### src/rtl/mixer_i2s_pkg.sv
// Shared types and constants for the mixer-to-I2S output path.
// stereo_frame_t matches the mixer's output frame layout.
package mixer_i2s_pkg;

  localparam int SAMPLE_W  = 16;
  localparam int FRAME_W   = 32;
  localparam int BIT_CNT_W = 5;

  localparam logic [BIT_CNT_W-1:0] LRCK_LEFT_START  = 5'd31;
  localparam logic [BIT_CNT_W-1:0] LRCK_RIGHT_START = 5'd15;

  typedef struct packed {
    logic [SAMPLE_W-1:0] right;
    logic [SAMPLE_W-1:0] left;
  } stereo_frame_t;

  // Word select for a given bit slot; lrck leads the data by one bclk.
  function automatic logic lrck_for(input logic [BIT_CNT_W-1:0] bit_idx);
    return (bit_idx >= LRCK_RIGHT_START) && (bit_idx < LRCK_LEFT_START);
  endfunction

  // Transmission order is left first, MSB first.
  function automatic logic [FRAME_W-1:0] tx_word(input stereo_frame_t f);
    return {f.left, f.right};
  endfunction

endpackage

### src/rtl/mixer_i2s_clkgen.sv
// Bit clock divider, bit slot counter and word select generation.
// fe / frame_load are strobes for the register update that makes the edge visible.
module mixer_i2s_clkgen
  import mixer_i2s_pkg::*;
#(
  parameter int BCLK_DIV = 4
) (
  input  logic clk,
  input  logic reset,
  output logic i2s_bclk,
  output logic i2s_lrck,
  output logic fe,
  output logic frame_load
);

  localparam int DIV_W = 8;
  localparam logic [DIV_W-1:0] DIV_LAST = DIV_W'(BCLK_DIV - 1);

  logic [DIV_W-1:0]     div_cnt;
  logic [BIT_CNT_W-1:0] bit_cnt;
  logic [BIT_CNT_W-1:0] bit_nxt;
  logic                 tc;

  assign tc         = (div_cnt == DIV_LAST);
  assign fe         = tc & i2s_bclk;
  assign bit_nxt    = bit_cnt + BIT_CNT_W'(1);
  assign frame_load = fe & (&bit_cnt);

  // bit_cnt starts at 30 so the first fe lands on slot 31 and the second loads a frame.
  always_ff @(posedge clk) begin
    if (reset) begin
      div_cnt  <= '0;
      bit_cnt  <= 5'd30;
      i2s_bclk <= 1'b1;
      i2s_lrck <= 1'b1;
    end else begin
      div_cnt <= tc ? '0 : div_cnt + DIV_W'(1);
      if (tc) i2s_bclk <= ~i2s_bclk;
      if (fe) begin
        bit_cnt  <= bit_nxt;
        i2s_lrck <= lrck_for(bit_nxt);
      end
    end
  end

endmodule

### src/rtl/mixer_i2s_tx.sv
// Stereo I2S (Philips) transmitter with a one-frame input buffer.
// An empty buffer at a frame boundary sends silence and pulses underrun.
module mixer_i2s_tx
  import mixer_i2s_pkg::*;
#(
  parameter int BCLK_DIV = 4
) (
  input  logic               clk,
  input  logic               reset,
  input  logic [FRAME_W-1:0] in_data,
  input  logic               in_vld,
  output logic               in_rdy,
  output logic               i2s_bclk,
  output logic               i2s_lrck,
  output logic               i2s_sdata,
  output logic               underrun
);

  stereo_frame_t      buf_q;
  logic               buf_full;
  logic [FRAME_W-1:0] shreg;
  logic [FRAME_W-1:0] load_word;
  logic               fe;
  logic               frame_load;
  logic               xfer;

  mixer_i2s_clkgen #(.BCLK_DIV(BCLK_DIV)) u_clkgen (
    .clk        (clk),
    .reset      (reset),
    .i2s_bclk   (i2s_bclk),
    .i2s_lrck   (i2s_lrck),
    .fe         (fe),
    .frame_load (frame_load)
  );

  assign in_rdy    = ~buf_full;
  assign xfer      = in_vld & in_rdy;
  assign load_word = buf_full ? tx_word(buf_q) : '0;

  // A transfer can only coincide with a load when the buffer was empty,
  // so letting the transfer win keeps the new frame for the next boundary.
  always_ff @(posedge clk) begin
    if (reset) begin
      buf_q     <= '0;
      buf_full  <= 1'b0;
      shreg     <= '0;
      i2s_sdata <= 1'b0;
      underrun  <= 1'b0;
    end else begin
      underrun <= frame_load & ~buf_full;
      if (xfer) begin
        buf_q    <= stereo_frame_t'(in_data);
        buf_full <= 1'b1;
      end else if (frame_load) begin
        buf_full <= 1'b0;
      end
      if (frame_load) begin
        i2s_sdata <= load_word[FRAME_W-1];
        shreg     <= {load_word[FRAME_W-2:0], 1'b0};
      end else if (fe) begin
        i2s_sdata <= shreg[FRAME_W-1];
        shreg     <= {shreg[FRAME_W-2:0], 1'b0};
      end
    end
  end

endmodule

### config.mk
export PLATFORM = sky130hd
export DESIGN_NAME = mixer_i2s_tx
export DESIGN_NICKNAME = d
export VERILOG_FILES = /design/src/rtl/mixer_i2s_pkg.sv /design/src/rtl/mixer_i2s_clkgen.sv /design/src/rtl/mixer_i2s_tx.sv
export SDC_FILE = /design/constraint.sdc
export NUM_CORES = 1
export LEC_CHECK = 0
export CAP_MARGIN = 0
export CORE_MARGIN = 2
export CORE_UTILIZATION = 55
export CTS_CLUSTER_DIAMETER = 150
export DETAILED_ROUTE_END_ITERATION = 16
export PLACE_DENSITY = 0.89
export SETUP_SLACK_MARGIN = 0.4
export SLEW_MARGIN = 0
export SYNTH_ARGS = -nofsm -noshare
export SYNTH_HDL_FRONTEND = slang
export SYNTH_SLANG_ARGS = --single-unit
### constraint.sdc
create_clock -name clk -period 2.6 [get_ports clk]
set_input_delay 0.52 -clock clk [delete_from_list [all_inputs] [get_ports clk]]
set_output_delay 0.52 -clock clk [all_outputs]
set_load 0.1 [all_outputs]
==> impl_summary.log <==
INFO  metric synth.lib_cells_used.distinct = 36
INFO  metric hold-path-cell-count = 2
INFO  metric hpwl = 4367 um
INFO  metric crit_buf_inv = 0
INFO  metric clkSinkCount = 81
INFO  metric drt.antenna.violating_nets = 0
INFO  metric worstPathRequired = 2.84 ns
INFO  metric max-slew-margin-rel = about two thirds
INFO  metric place.detailed.instances = 496
INFO  metric nNetsFinal = 471
INFO  metric flops_latches_synth = about 80
INFO  metric clock_latency = approximately 0.35 ns
INFO  metric initial_drc_count = around 200
INFO  metric p_leak = 1.507 nW
INFO  metric yosysWarningCount = 0
INFO  metric maxCapViolations = 0
INFO  metric critical_path_endpoint_category = register
INFO  metric grt.overflow.total = 0
INFO  metric setup_viol = 0
INFO  metric tritoncts_clock_tree = done
INFO  metric worst_setup_sp_type = register
INFO  metric initial_utilization = roughly 58%
INFO  metric worst_hold_slack = 0.4525 ns
INFO  metric final_max_slew_viol_count = 0
INFO  metric htree_levels = 3
INFO  metric peakVddDrop = approximately 0.48 mV
INFO  metric area_overhead_vs_synth = 17.17%
INFO  metric root_buffer = clkbuf_8
INFO  metric outcome = completed
INFO  metric die_h = 83.50 um
INFO  metric syn_inst = 410
INFO  metric syn-mean-instance-area = approximately 8.5 sq um
INFO  metric cp.depth = 5
INFO  metric class_of_the_tightest_hold_or_removal_check = reg -> reg
INFO  metric clk_pin_slew = 0.08 ns
INFO  metric critPathSlowestCell = a311oi_1
INFO  metric postRouteWirelength = 7157 um
INFO  metric antenna_found_initial = 0
INFO  metric final_layout_size_suffix_gt1_share = 7.551%
INFO  metric detail_route.first_pass.iterations = 4
INFO  metric grt_first_pass_wirelength = 12140 um
INFO  metric via_count = 2912
INFO  metric report.final.hold_viol_count = 0
INFO  metric non_filler_cell_area_final = slightly above 4000 sq um
INFO  metric crit_path_max_fanout = 36
INFO  metric post_layout_nonfiller_instances = 512
INFO  metric grt_max_degree = 76
INFO  metric core-area = 6026 sq um
INFO  metric max_freq = 0.5061 GHz
INFO  metric numPortBuffers = 39
INFO  metric cellPowerDensity = 700.4 nW/um^2
INFO  metric worstPathCellList = ha_1 -> nor4b_4 -> nand2_4 -> a311oi_1 -> nor3_1
INFO  metric critical_path.top_delay_family = simple AND/OR/NAND/NOR gates
INFO  metric via_count_of_the_first_global_routing_pass = 2784
INFO  metric remaining_design_rule_violation_count = 0
INFO  metric reg2reg_path_depth = 5
INFO  metric gp_congestion = 0.8061
INFO  metric synthesis.area = about 3500 sq um
INFO  metric rows = 28
INFO  metric cts_inserted_buffers = 9
INFO  metric period_share = about three quarters
INFO  metric finalWorstPathRequiredPeriod = approximately 2.0 ns
INFO  metric track_usage = between 20% and 30%
INFO  metric finalCoreUtilization = 67.59%
INFO  metric r2r_setup_slack = 0.62 ns
INFO  metric fin_skew = 0.007133 ns
INFO  metric synth_seq_area_share = 46.65%
INFO  metric unrepaired_setup_endpoints_after_global_routing = false
INFO  metric timing.setup.tns = 0 ns
INFO  metric max_stage_delay = 0.41 ns
INFO  metric insertedDiodeCount = 0
INFO  metric placed_cell_area = approximately 3800 sq um
INFO  metric dieArea = 6971 sq um
INFO  metric cts-root-to-sink-buffers = 2
INFO  metric postSynthNetCount = approximately 450
INFO  metric die-width = 83.50 um
INFO  metric wl_per_instance = 13.98 um
INFO  metric worstSetupPathType = reg -> reg
INFO  metric arrival_time_at_the_worst_endpoint = 2.21 ns
INFO  metric number_of_placed_i_o_pins = 40
INFO  metric drt-vias-per-instance = roughly 5.7
INFO  metric worst_slew_pin_slew = approximately 0.50 ns
-- flip-flops by register name, summed over array words and instances (netlist names) --
register	count
underrun	1
u_clkgen.div_cnt	8
i2s_sdata	1
u_clkgen.i2s_bclk	1
u_clkgen.i2s_lrck	1
buf_full	1
shreg	31
u_clkgen.bit_cnt	5
buf_q	32
-- per-stage QoR --
| step | setup WS (ns) | total power [mW] |
|---|---|---|
| 6_report | 0.6241 | 2.852 |
| 3_3_place_gp | 0.6114 | 1.777 |
| 2_1_floorplan | 0.4920 | 1.682 |
| 4_1_cts | 0.4928 | 2.860 |
| 3_5_place_dp | 0.5538 | 1.793 |
| 5_1_grt | 0.5154 | 2.962 |
-- synth_stat cells (all sizes together) --
cell type	count	area share [%]
inv	5	0.54
or4b	1	0.29
nor4	1	0.18
nor2	44	4.8
buf	13	3.8
dfxtp	81	47
nor4b	2	1.4
a211oi	1	0.22
a21oi	34	4.9
nand3b	1	0.22
a211o	2	0.50
o21ai	1	0.14
nand2b	2	0.36
nand3	8	1.2
xor2	7	1.8
a311oi	32	8.1
nand4	1	0.18
ha	4	1.4
nand2	71	7.7
xnor2	3	0.76
clkbuf	21	2.3
or2	1	0.18
and3	4	0.72
nor3	33	4.9
nor2b	32	5.8
o21bai	1	0.22
and4b	1	0.29
and2	2	0.43
o2111ai	1	0.25
-- where the power goes --
| group | internal, mW | total (mW) | switching [mW] |
|---|---|---|---|
| combinational | 0.175 | 0.409 | 0.234 |
| clock | 0.639 | 1.08 | 0.443 |
| sequential | 1.32 | 1.36 | 0.0455 |
| total | 2.13 | 2.85 | 0.722 |
-- routing by layer --
| layer | GRT usage [%] | up-vias | wire [um] |
|---|---|---|---|
| met2 | 35.78 | 67 | 3592 |
| met5 | 0 | - | 0 |
| li1 | - | 1452 | - |
| met4 | 10.26 | 0 | 189 |
| met3 | 4.649 | 17 | 299 |
| met1 | 25.44 | 1376 | 3075 |
-- final timing paths --
path / startpoint / end
max: u_clkgen.div_cnt[0] / shreg[17]
min: shreg[1] / shreg[1]
max reg2reg: u_clkgen.div_cnt[0] / shreg[17]
min reg2reg: shreg[1] / shreg[1]
-- worst register-to-register path, stage by stage (launching register included) --
cell      delay [ns]
dfxtp_1         0.40
ha_1            0.27
nor4b_4         0.36
nand2_4         0.31
a311oi_1        0.43
nor3_1          0.09
-- final cells by class --
type                       count  area (sq um)
fill                         485          1953
multi-input combinational    290          1635
sequential                    81          1622
timing repair buffer          45         467.9
clock buffer                  11         131.4
clock inverter                 5         103.9
tap                           75         93.84
inverter                       5         18.77
-- logic make-up after synthesis --
| group | synth area share, % |
|---|---|
| adder cells (fa/ha/maj) | 1.440 |
| buffers and inverters | 6.587 |
| flip-flops | 46.65 |
| XOR/XNOR | 2.520 |
| AO/OA/AOI/OAI | 14.29 |
| AND/OR/NAND/NOR | 28.51 |
-- layout by cell type (no fill, tap or decap), types with 7 or more instances in the layout --
master and count:
a21oi_1 34, a311oi_1 32, buf_4 7, clkbuf_8 9, clkdlybuf4s50_1 33, dfxtp_1 81
nand2_1 70, nand3_1 8, nor2_1 44, nor2b_1 31, nor3_1 32, xor2_1 7
-- repair_timing --
item	4_1_cts	5_1_grt
hold buffers	0	0
buffers inserted	0	0
setup endpoints to repair	0	29
resized for setup	0	1
No activity file was read; power rests on OpenSTA's default activity.
